`src/rtl/ikbd_serial_rx_if.sv`:
```
// Byte-stream handshake between the IKBD serial receiver and the host-side ACIA model.
// The master drives the byte and its valid flag. The slave drives ready.
interface ikbd_serial_rx_if;
    logic [7:0] dout;
    logic       dout_valid;
    logic       dout_ready;

    modport master (output dout, output dout_valid, input dout_ready);
    modport slave  (input dout, input dout_valid, output dout_ready);
endinterface

```
`src/rtl/ikbd_serial_rx.sv`:
```
// 8N1 receiver for the HD63701 SCI transmit line. It oversamples the line on the MCU clock
// and buffers the received bytes in a small FIFO that drives a valid/ready output.
module ikbd_serial_rx #(
    parameter int CLKS_PER_BIT = 512,
    parameter int FIFO_DEPTH   = 4
) (
    input  logic                    clk,
    input  logic                    res,
    input  logic                    rxd,
    ikbd_serial_rx_if.master        host,
    output logic                    frame_err,
    output logic                    overrun,
    input  logic                    err_clr,
    output logic                    busy
);

    localparam int HALF = CLKS_PER_BIT / 2;
    localparam int CW   = $clog2(CLKS_PER_BIT);
    localparam int AW   = $clog2(FIFO_DEPTH);

    localparam logic [CW-1:0] CNT_HALF = CW'(HALF - 1);
    localparam logic [CW-1:0] CNT_BIT  = CW'(CLKS_PER_BIT - 1);

    if (CLKS_PER_BIT < 8 || (CLKS_PER_BIT % 2) != 0) begin : g_bad_clks_per_bit
        $error("CLKS_PER_BIT must be even and at least 8");
    end
    if (FIFO_DEPTH < 2 || (1 << AW) != FIFO_DEPTH) begin : g_bad_fifo_depth
        $error("FIFO_DEPTH must be a power of two, at least 2");
    end

    typedef enum logic [1:0] {
        IDLE,
        START,
        DATA,
        STOP
    } state_t;

    // ------------------------------------------------------------------
    // Line synchronizer and start arming
    // ------------------------------------------------------------------
    logic       sync1;
    logic       rxs;
    logic [1:0] warm;
    logic       armed;

    // The synchronizer resets to 1, so rxs only carries a real line sample two clocks
    // after reset. The receiver is armed by the first real high sample. A frame that
    // is already in progress at reset is therefore picked up at its next falling edge.
    // NOTE: every clocked register uses non-blocking assignment so each flop samples pre-edge values.
    always_ff @(posedge clk) begin
        if (res) begin
            sync1 <= 1'b1;
            rxs   <= 1'b1;
            warm  <= 2'b00;
            armed <= 1'b0;
        end else begin
            sync1 <= rxd;
            rxs   <= sync1;
            warm  <= {warm[0], 1'b1};
            if (warm[1] && rxs) begin
                armed <= 1'b1;
            end
        end
    end

    // ------------------------------------------------------------------
    // Framing FSM
    // ------------------------------------------------------------------
    state_t        state, state_nx;
    logic [CW-1:0] cnt, cnt_nx;
    logic [2:0]    bit_idx, bit_idx_nx;
    logic [7:0]    shreg, shreg_nx;
    logic          push_req;
    logic          frame_err_nx;

    // NOTE: every always_comb output gets a default first; a missed branch would otherwise infer a latch.
    always_comb begin
        state_nx     = state;
        cnt_nx       = cnt;
        bit_idx_nx   = bit_idx;
        shreg_nx     = shreg;
        push_req     = 1'b0;
        frame_err_nx = 1'b0;

        case (state)
            IDLE: begin
                if (armed && !rxs) begin
                    cnt_nx   = CNT_HALF;
                    state_nx = START;
                end
            end

            START: begin
                if (cnt == '0) begin
                    if (!rxs) begin
                        cnt_nx     = CNT_BIT;
                        bit_idx_nx = 3'd0;
                        state_nx   = DATA;
                    end else begin
                        state_nx   = IDLE;
                    end
                end else begin
                    cnt_nx = cnt - 1'b1;
                end
            end

            DATA: begin
                if (cnt == '0) begin
                    shreg_nx   = {rxs, shreg[7:1]};
                    cnt_nx     = CNT_BIT;
                    bit_idx_nx = bit_idx + 1'b1;
                    if (bit_idx == 3'd7) begin
                        state_nx = STOP;
                    end
                end else begin
                    cnt_nx = cnt - 1'b1;
                end
            end

            STOP: begin
                // Leaving at mid-stop-bit lets a back-to-back start edge be caught.
                if (cnt == '0) begin
                    push_req     = rxs;
                    frame_err_nx = !rxs;
                    state_nx     = IDLE;
                end else begin
                    cnt_nx = cnt - 1'b1;
                end
            end

            default: state_nx = IDLE;
        endcase
    end

    always_ff @(posedge clk) begin
        if (res) begin
            state     <= IDLE;
            cnt       <= '0;
            bit_idx   <= 3'd0;
            shreg     <= 8'h00;
            frame_err <= 1'b0;
        end else begin
            state     <= state_nx;
            cnt       <= cnt_nx;
            bit_idx   <= bit_idx_nx;
            shreg     <= shreg_nx;
            frame_err <= frame_err_nx;
        end
    end

    assign busy = (state != IDLE);

    // ------------------------------------------------------------------
    // Byte FIFO
    // ------------------------------------------------------------------
    logic [7:0] mem [FIFO_DEPTH];
    logic [AW:0] wr_ptr;
    logic [AW:0] rd_ptr;
    logic        empty;
    logic        full;
    logic        pop;
    logic        push;

    assign empty = (wr_ptr == rd_ptr);
    assign full  = (wr_ptr[AW] != rd_ptr[AW]) && (wr_ptr[AW-1:0] == rd_ptr[AW-1:0]);
    assign pop   = !empty && host.dout_ready;
    // A pop frees the head slot in the same cycle, so a full FIFO can still take the byte.
    assign push  = push_req && (!full || pop);

    // NOTE: the storage is reset as well, so dout reads a defined 8'h00 while the FIFO is empty after reset.
    always_ff @(posedge clk) begin
        if (res) begin
            wr_ptr  <= '0;
            rd_ptr  <= '0;
            overrun <= 1'b0;
            for (int i = 0; i < FIFO_DEPTH; i++) begin
                mem[i] <= 8'h00;
            end
        end else begin
            if (push) begin
                mem[wr_ptr[AW-1:0]] <= shreg;
                wr_ptr              <= wr_ptr + 1'b1;
            end
            if (pop) begin
                rd_ptr <= rd_ptr + 1'b1;
            end
            overrun <= (push_req && full && !pop) || (overrun && !err_clr);
        end
    end

    assign host.dout       = mem[rd_ptr[AW-1:0]];
    assign host.dout_valid = !empty;

endmodule

```
`src/flat_wrapper.sv`:
```
// flat-port wrapper written by rule: the top's interface ports become plain ports
module ikbd_serial_rx_flat 
#(
    parameter int CLKS_PER_BIT = 512,
    parameter int FIFO_DEPTH   = 4
)
  (clk, res, rxd, frame_err, overrun, err_clr, busy, host_dout, host_dout_valid, host_dout_ready);
  ikbd_serial_rx_if host_i ();
  input  logic clk;
  input  logic res;
  input  logic rxd;
  output logic frame_err;
  output logic overrun;
  input  logic err_clr;
  output logic busy;
  output wire logic [$bits(host_i.dout)-1:0] host_dout;
  output wire logic [$bits(host_i.dout_valid)-1:0] host_dout_valid;
  input wire logic [$bits(host_i.dout_ready)-1:0] host_dout_ready;
  assign host_dout = host_i.dout;
  assign host_dout_valid = host_i.dout_valid;
  assign host_i.dout_ready = host_dout_ready;
  ikbd_serial_rx #(.CLKS_PER_BIT(CLKS_PER_BIT), .FIFO_DEPTH(FIFO_DEPTH)) u_core (.clk(clk), .res(res), .rxd(rxd), .host(host_i), .frame_err(frame_err), .overrun(overrun), .err_clr(err_clr), .busy(busy));
endmodule
```
`config.mk`:
```
export PLATFORM = sky130hd
export DESIGN_NAME = ikbd_serial_rx_flat
export DESIGN_NICKNAME = d
export VERILOG_FILES = /design/src/rtl/ikbd_serial_rx_if.sv /design/src/rtl/ikbd_serial_rx.sv /design/src/flat_wrapper.sv
export SDC_FILE = /design/constraint.sdc
export NUM_CORES = 1
export LEC_CHECK = 0
export BUFFER_PORTS_ARGS = -buffer_cell sky130_fd_sc_hd__buf_2
export CAP_MARGIN = 30
export CORE_ASPECT_RATIO = 1.2
export CORE_MARGIN = 1
export CORE_UTILIZATION = 53
export CTS_CLUSTER_SIZE = 24
export DETAILED_ROUTE_END_ITERATION = 10
export PLACE_DENSITY = 0.79
export SYNTH_ARGS = -nofsm -noshare
export SYNTH_HDL_FRONTEND = slang
export SYNTH_SLANG_ARGS = --single-unit
```
`constraint.sdc`:
```
create_clock -name clk -period 3.9 [get_ports clk]
set_clock_uncertainty 0.1 [all_clocks]
set_input_delay 0.585 -clock clk [delete_from_list [all_inputs] [get_ports clk]]
set_output_delay 0.585 -clock clk [all_outputs]
set_load 0.05 [all_outputs]
```
### Yosys cells after proc, flatten, opt, wreduce, memory -nomap -nowiden

Memory sizes are Yosys's and may differ from the RTL's. A register that Yosys moved wholly into a read port is not among the register bits.
Index checks and enable logic that the tools add are counted.

| word-level totals | value |
|---|---|
| output and inout bits | 12 |
| input port bits | 5 |
| bits in latches | 0 |
| memory bits (read-only) | 0 |
| word-level logic and storage cells | 90 |
| register bits | 35 |
| memories kept | 1 |
| bits in writable memories | 32 |

Memories:

| name | words | bits a word | rd ports | clocked after memory_dff | wr ports | line | source |
|---|---|---|---|---|---|---|---|
| u_core.mem | 4 | 8 | 1 | 1 | 4 | ikbd_serial_rx.sv:156 | `logic [7:0] mem [FIFO_DEPTH];` |

| cells by class | value |
|---|---|
| multiply operators | 0 |
| shifts and indexed selects | 0 |
| bitwise gates (word level) | 2 |
| $add $sub $neg | 4 |
| div/mod/pow operators | 0 |
| eq/ne operators | 15 |
| $lt $le $gt $ge | 0 |
| reductions and logical operators | 25 |
| multiplexer cells | 30 |

Operators by type and width:

| operator | number |
|---|---|
| 9-bit two-way mux | 5 |
| 9-bit one-hot mux with 4 select lines | 1 |
| 2-bit two-way mux | 9 |
| 2-bit by 1-bit != test with 1-bit output (second input constant) | 5 |
| 3-bit by 1-bit adder with 3-bit output (second input constant) | 3 |
| 9-bit logical NOT | 1 |
| 1-bit two-way mux | 9 |
| 3-bit two-way mux | 3 |
| 9-bit by 1-bit subtractor with 9-bit output (second input constant) | 1 |
| 1-bit logical AND | 8 |
| 8-bit two-way mux | 1 |
| 2-bit one-hot mux with 4 select lines | 1 |
| 8-bit OR reduction | 1 |
| 3-bit one-hot mux with 2 select lines | 1 |
| 1-bit logical NOT | 5 |
| 5-bit AND reduction | 1 |
| 2-bit == test (second input constant) | 2 |
| 2-bit != test (second input constant) | 2 |
| 4-bit AND reduction | 1 |
| 2-bit nonzero test | 2 |
| 3-bit == test | 1 |
| 3-bit == test (second input constant) | 1 |
| 3-bit != test (second input constant) | 1 |
| 3-bit AND reduction | 1 |
| 8 further kinds | 10 |

### Depth between registers and ports, before layout

Gate-level depths: netlist of the first run.

| logic depth | value |
|---|---|
| word-level depth | 10 |
| depth in mapped cells | 8 |
| gate-level depth less buffers | 6 |

### Worst setup path before layout of the first run

No wires, ideal clock.

| timing path | value |
|---|---|
| path type | register to register |
| start point | reg u_core.cnt[0] |
| end point | mem u_core.mem[0][0], enable pin |
| path buffers | 1 |
| cell stages (with the launch flop) | 8 |
| clock period less this slack | 2.783 ns |
| required time | 3.413 ns |
| setup slack | 1.117 ns |
| arrival | 2.296 ns |
| path through | dfxtp_1 inv_1 ha_1 nor4b_4 nand4_4 or2_1 clkbuf_1 o31ai_1 |

RTL lines:

| item | line | source |
|---|---|---|
| start: declaration | ikbd_serial_rx.sv:70 | `logic [CW-1:0] cnt, cnt_nx;` |
| start signal: assignment | ikbd_serial_rx.sv:144 | `cnt <= cnt_nx;` |
| end: declaration | ikbd_serial_rx.sv:156 |  |

==> results of run 1 <==
cell usage in the layout (no fill, tap or decap), types with 9 or more instances in the layout:
cell / count
ha_1: 9
a21oi_1: 13
clkbuf_8: 9
dfxtp_1: 37
nor2_1: 26
edfxtp_1: 32
inv_1: 14
and2_1: 25
buf_2: 16
o21ai_0: 10
mux2i_1: 10
logic make-up (layout without fill, tap and decap cells):
family	Yosys count	in the layout
and+or+nand+nor	102	102
DFF	69	69
AOI/OAI and AO/OA	57	57
buffers and inverters	31	51
muxes	18	18
adders and majority gates	9	9
xor gates and xnor gates	6	6
registers in the layout, summed over array words and instances (netlist names), 2 cells and up, named ones only:
register,count
u_core.cnt,9
u_core.bit_idx,3
u_core.warm,2
u_core.shreg,8
u_core.wr_ptr,3
u_core.mem,32
u_core.rd_ptr,3
stage by stage:
stage | setup WS [ns] | utilization, % | instances | hold WS [ns]
after floorplan | 1.12 | - | 292 | 0.289
after global placement | 1.44 | 57.4 | 378 | 0.295
after detailed placement | 1.35 | 57.4 | 378 | 0.304
after CTS | 1.35 | 60.5 | 394 | 0.311
after global routing | 1.10 | 60.5 | 394 | 0.312
final | 1.34 | 60.5 | 394 | 0.314
Yosys cell counts, types with 3 or more instances:
library cell and instances:
a211oi_1 3, o21ai_0 10, nand2b_1 4, ha_1 9
xor2_1 5, nor3_1 7, o31ai_1 4, clkbuf_1 11
a31o_2 3, dfxtp_1 37, mux2i_1 10, nand3_1 5
or3_1 4, and2_1 25, mux4_2 8, a21oi_1 13
buf_2 3, nand2_1 7, or2_2 3, inv_1 14
nor2_1 26, edfxtp_1 32, a21o_1 4
critical path: cells and delay by family, from the launching register on:
kind                       cells  cell delay (ns)
and+or+nand+nor                3             1.06
adders and majority gates      1             0.27
AOI/OAI and AO/OA              1             0.23
DFF                            1             0.34
buffers and inverters          2             0.29
metal layers:
layer / vias up / wire [um] / part of all wire [%]
met2: 61 / 3240 / 53
li1: 1103 / - / -
met4: 0 / 123 / 2.0
met5: - / 0 / 0
met1: 1084 / 2530 / 41
met3: 16 / 254 / 4.1
cell type report:
class                      instances  area, um^2
multi-input combinational        192        1500
inverter                          14        52.6
clock buffer                      12         135
clock inverter                     4        48.8
tap                               82         103
sequential                        69        1700
fill                             494        2390
timing repair buffer              21         118
power groups by stage:
stage	Combinational, uW	Clock, uW	Sequential (uW)
final	332	547	833
after global placement	316	0	846
after floorplan	275	0	832
after global routing	366	592	839
after detailed placement	326	0	848
after CTS	330	558	832
path summary, 6_finish.rpt:
path	from	end	cells after the start
hold / removal	u_core.sync1$_SDFF_PP1_	u_core.rxs$_SDFF_PP1_	1
setup reg to reg	u_core.cnt[0]$_SDFFE_PP0P_	u_core.mem[0][4]$_SDFFCE_PN0P_	7
hold reg to reg	u_core.sync1$_SDFF_PP1_	u_core.rxs$_SDFF_PP1_	1
setup / recovery	u_core.cnt[0]$_SDFFE_PP0P_	u_core.mem[0][4]$_SDFFCE_PN0P_	7
==> impl_metrics.yaml, run 1 <==
cts:
  cts-root-buf: "clkbuf_8"
  postCtsSetupBuffers: 0
  clock_latency_ns: 0.34
  cts_max_level: 3
  cts.clk_slew.worst_paths_ns: 0.07
  cts_hold_buf: 0
  cts_buffers: 9
  cts_buffer_depth: 2
  cts_tree: "built"
  clock_sinks: 69
  cts-resized-gates: 0
route:
  vias: 2264
  drc: 0
  wl_um: 6150
  wl_per_cell_um: 15.6
  dr.pass1.iters: 4
  final_antenna_net_count: 0
  drt_iter0_drc: 119
  routed_via_density: 5.75
global_routing:
  track_usage_pct: 21.3
  met1_usage_pct: 24.1
  antenna_found_initial: 0
  grt_overflow_total: 0
  busiest_layer: "met2"
  grt_max_degree: 37
  grtUsageMet2_pct: 36.8
  grt_pass1_vias: 2269
  grt_pass1_wl_um: 10400
  met3_usage_pct: 5.13
floorplan:
  initial_core_util_pct: 54.9
  rows: 31
  core_area_mm2: 0.00605
  die_area_mm2: 0.00659
  die_y_um: 88.7
  die_x_um: 74.3
  io-pin-count: 17
power_and_ir_drop:
  pwr-share-seq_pct: 48.6
  pwr_density_cell_mw_per_mm2: 468
  internal_power_uw: 1210
  p_leak_uw: 0.00137
  clock_power_share_pct: 31.9
  finalPower_uw: 1710
  power.share.combinational_pct: 19.4
  p_switching_uw: 507
  ir_drop_mv: 0.326
  switching_share_pct: 29.6
sta:
  worst_pin_slew_ns: 0.703
  setup_tns_ns: 0
  max_freq_mhz: 390
  min_period_over_period_pct: 65.7
  fin_crit_ns: 2.56
  relSlewSlack_pct: 53.0
  rsz0062_at_grt: "false"
  hold_viol: 0
  slew_violations: 0
  finalSetupViolCount: 0
finish:
  finish.instance_area_mm2: 0.00366
  diodes: 0
  drive_above_1_share_pct: 20.2
  final_nets: 321
  area_delta_synth_final_pct: 10.2
synthesis:
  synth_area_mm2: 0.00332
  synth_compound_area_share_pct: 12.2
  netlist_top_cells_area: "edfxtp_1 29%, dfxtp_1 22%, mux4_2 5.4%, and2_1 4.7%, ha_1 3.4%"
  avgSynthCellArea_um2: 11.4
  synth_xor_area_share_pct: 1.58
  ys.flop_type: "dfxtp_1"
  synth_top_family_by_area: "simple AND/OR/NAND/NOR gates"
  synthArstFlopShare_pct: 0
  synth_mux_area_share_pct: 8.44
  yosysTopAreaCellShare_pct: 28.9
  synth_seq_cells: 69
  ys_types: 59
  synth_edf_count: 32
  yosysTopAreaCell: "edfxtp_1"
  yosys.area_share.simple_pct: 19.4
  syn_nets: 306
  syn_inst: 292
  synthAdderAreaFrac_pct: 3.39
  seq_area_frac_synth_pct: 51.2
  yosysWarnings: 0
worst_hold_path:
  hold_path.class: "flop to flop"
setup_path:
  end_kind: "flop"
  r2r_slack_ns: 1.34
  start_kind: "flop"
  path_class: "flop to flop"
  cp_slowest_cell: "nor4b_4"
  required_ns: 3.85
  critPathMaxFanout: 10
  critPathArrivalTime_ns: 2.51
  path_cells: "inv_1 > ha_1 > nor4b_4 > nand4_4 > or2_1 > o31ai_1 > buf_4"
  critPathMaxStageDelay_ns: 0.45
placement:
  port_buffers: 16
  place_area_mm2: 0.00348
  routabilityCongestion: 0.832
  place.detailed.hpwl_um: 4370
outcome:
  outcome: "complete, no violations"
flow_run:
  cap_violations: 0
Note: power is estimated with default switching activity, not from simulation.
==> run 2, diff against run 1 <==
--- a/config.mk
+++ b/config.mk
@@ -12,7 +12,7 @@
 export CORE_UTILIZATION = 53
 export CTS_CLUSTER_SIZE = 24
 export DETAILED_ROUTE_END_ITERATION = 10
-export PLACE_DENSITY = 0.79
+export PLACE_DENSITY = 0.81
 export SYNTH_ARGS = -nofsm -noshare
 export SYNTH_HDL_FRONTEND = slang
 export SYNTH_SLANG_ARGS = --single-unit
==> constraint.sdc (replaced) <==
create_clock -name clk -period 2.22 [get_ports clk]
set_clock_uncertainty 0.1 [all_clocks]
set_input_delay 0.333 -clock clk [delete_from_list [all_inputs] [get_ports clk]]
set_output_delay 0.333 -clock clk [all_outputs]
set_load 0.05 [all_outputs]
==> run 2 against run 1 <==
  * Non-clock buffer count up 17
  * Wire length up 6.4%
  * Register-to-register slack worse by 1.2 ns
  * Worst setup slack worse by 1.2 ns
  * Sequential share of layout area down 2.5 points
  * Cell count up 4.3%
  * Sequential cell count unchanged
  * Combinational power up 110%
  * Design area up 5.7%
  * Clock-buffer cell count down 3
  * Die area unchanged
  * Critical endpoint is now u_core.mem[1][0]$_SDFFCE_PN0P_
  * Largest power group unchanged
==> impl_metrics.yaml, run 2 (synthesis results as in run 1) <==
global_routing:
  met3_usage_pct: 5.92
  antenna_found_initial: 0
  grtUsageMet2_pct: 39.2
  met1_usage_pct: 25.7
  grt_pass1_wl_um: 10800
  grt_pass1_vias: 2306
  grt_overflow_total: 0
  busiest_layer: "met2"
  track_usage_pct: 22.2
  grt_max_degree: 24
power_and_ir_drop:
  pwr_density_cell_mw_per_mm2: 829
  p_leak_uw: 0.00146
  ir_drop_mv: 0.509
cts:
  cts_tree: "built"
  cts_buffers: 9
  cts-root-buf: "clkbuf_8"
  cts.clk_slew.worst_paths_ns: 0.08
  cts_max_level: 3
  clock_latency_ns: 0.35
  postCtsSetupBuffers: 0
  cts_buffer_depth: 2
  clock_sinks: 69
finish:
  largest_register_ffs: 32
  drive_above_1_share_pct: 28.6
  regMostFlops: "u_core.mem"
  final_nets: 338
  diodes: 0
  area_delta_synth_final_pct: 16.5
  reg_top3: "u_core.mem: 32 flops, u_core.cnt: 9 flops, u_core.shreg: 8 flops"
  final_common_cell: "dfxtp_1"
  final_cell_mix: "35 x dfxtp_1, 32 x edfxtp_1, 26 x nor2_1"
  layoutNonFillerInstCount: 411
flow_run:
  cap_violations: 0
setup_path:
  crit_end: "u_core.mem[1][0]$_SDFFCE_PN0P_"
  r2r_slack_ns: 0.09
  critPathMaxStageDelay_ns: 0.54
  r2r_end: "u_core.mem[1][0]$_SDFFCE_PN0P_"
  cp-startpoint: "u_core.cnt[1]$_SDFFE_PP0P_"
  end_kind: "flop"
  cp_slowest_cell: "or4b_4"
  path_cells: "inv_2 > ha_4 > nor4b_4 > nand4_4 > buf_4 > or4b_4 > nor2_1"
  critPathMaxFanout: 9
  path_class: "flop to flop"
  critPathArrivalTime_ns: 2.23
  required_ns: 2.32
  rr_worst_depth: 7
  start_kind: "flop"
  r2r-start: "u_core.cnt[1]$_SDFFE_PP0P_"
placement:
  port_buffers: 16
  dp.cells: 395
  post-place-ws_ns: 0.0392
  routabilityCongestion: 0.883
  place.detailed.hpwl_um: 4550
sta:
  fin_crit_ns: 2.13
  min_period_over_period_pct: 95.8
  slew_violations: 0
  max_freq_mhz: 470
  setup_tns_ns: 0
  hold_viol: 0
  holdWs_ns: 0.0672
  worst_pin_slew_ns: 0.471
  relSlewSlack_pct: 68.3
  finalSetupViolCount: 0
  rsz0062_at_grt: "false"
  setup_slack_ns: 0.0925
floorplan:
  die_x_um: 74.3
  io-pin-count: 17
  core_area_mm2: 0.00605
  rows: 31
  initial_core_util_pct: 54.9
  die_y_um: 88.7
  die_area_mm2: 0.00659
route:
  vias: 2318
  wl_per_cell_um: 15.9
  wl_um: 6540
  dr.pass1.iters: 6
  drc: 0
  final_antenna_net_count: 0
  routed_via_density: 5.64
  drt_iter0_drc: 160
outcome:
  outcome: "complete, no violations"
worst_hold_path:
  hold_path.class: "primary input to flop"
[run 2: final cells by class]
cell class	instances	area [um^2]
clock inverter	7	82.6
fill	485	2180
clock buffer	9	124
inverter	14	52.6
sequential	69	1700
tap	82	103
timing repair buffer	38	248
multi-input combinational	192	1560
[run 2: repair_timing]
item	in CTS	in global routing
hold buffers	0	0
setup endpoints to repair	0	27
resized for setup	0	7
[run 2: how the worst min path moves through the flow]
stage / start / depth (start not counted) / to
2_1_floorplan: u_core.sync1$_SDFF_PP1_ / 1 / u_core.rxs$_SDFF_PP1_
3_3_place_gp: u_core.sync1$_SDFF_PP1_ / 1 / u_core.rxs$_SDFF_PP1_
3_5_place_dp: u_core.sync1$_SDFF_PP1_ / 1 / u_core.rxs$_SDFF_PP1_
4_1_cts: rxd / 2 / u_core.sync1$_SDFF_PP1_
5_1_grt: rxd / 2 / u_core.sync1$_SDFF_PP1_
6_report: rxd / 2 / u_core.sync1$_SDFF_PP1_
[run 2: power breakdown]
group	total [uW]	switching (uW)	internal [uW]	leakage (uW)
logic	694	399	295	0.000733
clock network	1060	522	536	0.0000984
registers	1460	66.6	1390	0.000631
[run 2: layer usage]
metal | wire (um) | vias to the layer above
li1 | - | 1143
met3 | 233 | 6
met4 | 61 | 0
met2 | 3540 | 52
met5 | 0 | -
met1 | 2700 | 1117
[run 2: per-stage QoR]
step           power [uW]  utilization (%)  instance area, um^2
6_report             3210             64.0                 3870
5_1_grt              3350             64.0                 3870
4_1_cts              3200             63.6                 3850
3_5_place_dp         2150             60.2                 3640
3_3_place_gp         2130             60.2                 3640
2_1_floorplan        1960                -                 3370
[run 2: critical path, delay by kind of cell (launching register included)]
kind	cells	cell delay [ns]
AND/OR/NAND/NOR	4	1.10
flip-flops	1	0.34
buffers and inverters	2	0.27
adder cells (fa/ha/maj)	1	0.17
==> run 3, diff against run 2 <==
--- a/config.mk
+++ b/config.mk
@@ -12,7 +12,9 @@
 export CORE_UTILIZATION = 53
 export CTS_CLUSTER_SIZE = 24
 export DETAILED_ROUTE_END_ITERATION = 10
+export GPL_TIMING_DRIVEN = 0
 export PLACE_DENSITY = 0.81
+export RECOVER_POWER = 100
 export SYNTH_ARGS = -nofsm -noshare
 export SYNTH_HDL_FRONTEND = slang
 export SYNTH_SLANG_ARGS = --single-unit
==> run 3 against run 2 <==
  * Die area is the same
  * Critical path type unchanged
  * Wire length shrank 3.0%
  * Largest power group unchanged
  * Design area grew 2.1%
  * Clock power grew 6%
  * Sequential share of layout area shrank 0.77 points
  * Utilization grew 1.3 points
  * Via count shrank 0.39%
==> impl_metrics.yaml, run 3 (synthesis results as in run 1) <==
worst_hold_path:
  holdPathStages: 2
  hold_path.class: "primary input to flop"
power_and_ir_drop:
  ir_drop_mv: 0.562
  pwr_density_cell_mw_per_mm2: 842
  finalPower_uw: 3320
  p_leak_uw: 0.00147
route:
  routed_via_density: 5.62
  drt_iter0_drc: 152
  wirelength_met1_um: 2680
  dr_wl_met3_um: 221
  highest_layer: "met4"
  wl_um: 6340
  vias: 2309
  wl_per_cell_um: 15.4
  final_antenna_net_count: 0
  dr.pass1.iters: 5
  drc: 0
  met2_length_um: 3380
finish:
  diodes: 0
  final_cell_mix: "33 x dfxtp_1, 32 x edfxtp_1, 26 x nor2_1"
  final_nets: 338
  drive_above_1_share_pct: 27.1
  final_common_cell: "dfxtp_1"
  reg_top3: "u_core.mem: 32 flops, u_core.cnt: 9 flops, u_core.shreg: 8 flops"
  largest_register_ffs: 32
  area_delta_synth_final_pct: 18.9
  regMostFlops: "u_core.mem"
  final_core_util_pct: 65.3
sta:
  slew_violations: 0
  rsz0062_at_grt: "true"
  max_freq_mhz: 454
  holdWs_ns: 0.0746
  hold_viol: 0
  min_period_over_period_pct: 99.2
  worst_pin_slew_ns: 0.683
  setup_tns_ns: 0
  fin_crit_ns: 2.20
  finalSetupViolCount: 0
  relSlewSlack_pct: 54.4
setup_path:
  r2r_slack_ns: 0.02
  path_class: "flop to flop"
  worst-path-stages: 6
  end_kind: "flop"
  cp_slowest_cell: "nor4_4"
  critPathMaxStageDelay_ns: 0.43
  critPathMaxFanout: 8
  worst-path-buf-inv: 2
  rr_worst_depth: 6
  critPathArrivalTime_ns: 2.16
  start_kind: "flop"
  path_cells: "nor4_4 > nand4_4 > or2_1 > buf_8 > o31ai_4 > buf_12"
  required_ns: 2.18
  critical_path.top_delay_family: "simple AND/OR/NAND/NOR gates"
global_routing:
  grt_pass1_vias: 2211
  grt_pass1_wl_um: 10600
  track_usage_pct: 21.5
  antenna_found_initial: 0
  grt_overflow_total: 0
  grt_max_degree: 14
flow_run:
  cap_violations: 0
floorplan:
  rows: 31
  die_area_mm2: 0.00659
  die_y_um: 88.7
  initial_core_util_pct: 54.9
  core_area_mm2: 0.00605
  die_x_um: 74.3
  io-pin-count: 17
cts:
  cts_buffers: 9
  clock_sinks: 69
  cts-root-buf: "clkbuf_8"
  cts_hold_buf: 0
  clock_latency_ns: 0.34
  cts.clk_slew.worst_paths_ns: 0.08
  cts_tree: "built"
  cts_buffer_depth: 2
  cts_max_level: 3
placement:
  port_buffers: 15
  routabilityCongestion: 0.853
  place.detailed.hpwl_um: 4340
outcome:
  outcome: "complete, no violations"
## run 3: metrics by stage
stage	cells	instance area, um^2	worst slack [ns]
after floorplan	292	3370	-0.112
after detailed placement	389	3550	-0.415
after global routing	411	3950	-0.0824
after CTS	407	3860	0.00726
after global placement	389	3550	-0.410
final	411	3950	0.0171
## run 3: metal layers
layer,global-route usage [%],up-vias
met5,0,-
met4,7.03,0
met3,4.10,7
met2,37.7,47
met1,26.4,1112
li1,-,1143
## run 3: worst paths after layout
check                                   from                              to
hold / removal                           rxd         u_core.sync1$_SDFF_PP1_
setup / recovery  u_core.cnt[5]$_SDFFE_PP0P_  u_core.mem[0][7]$_SDFFCE_PN0P_
setup reg to reg  u_core.cnt[5]$_SDFFE_PP0P_  u_core.mem[0][7]$_SDFFCE_PN0P_
hold reg to reg      u_core.sync1$_SDFF_PP1_           u_core.rxs$_SDFF_PP1_
## run 3: area by class of cell
cell class / count / area (um^2)
clock buffers: 9 / 124
fillers: 481 / 2100
well taps: 82 / 103
plain buffers: 14 / 86.3
repair buffers: 24 / 169
flip-flops and latches: 69 / 1710
inverters: 14 / 52.6
clock inverters: 7 / 98.8
multi-input cells: 192 / 1610
## run 3: what timing repair did
item | 4_1_cts | 5_1_grt
resized for setup | 8 | 22
cloned | 0 | 1
pin swaps | 7 | 7
endpoints found under the hold margin | 0 | 0
setup endpoints to repair | 64 | 63
setup buffers | 4 | 4
## run 3: where the power goes
group	internal, uW	leakage (uW)	total (uW)	switching, uW
registers	1390	0.000633	1460	71.5
clock network	638	0.000111	1120	485
logic	332	0.000728	740	408
total	2360	0.00147	3320	964
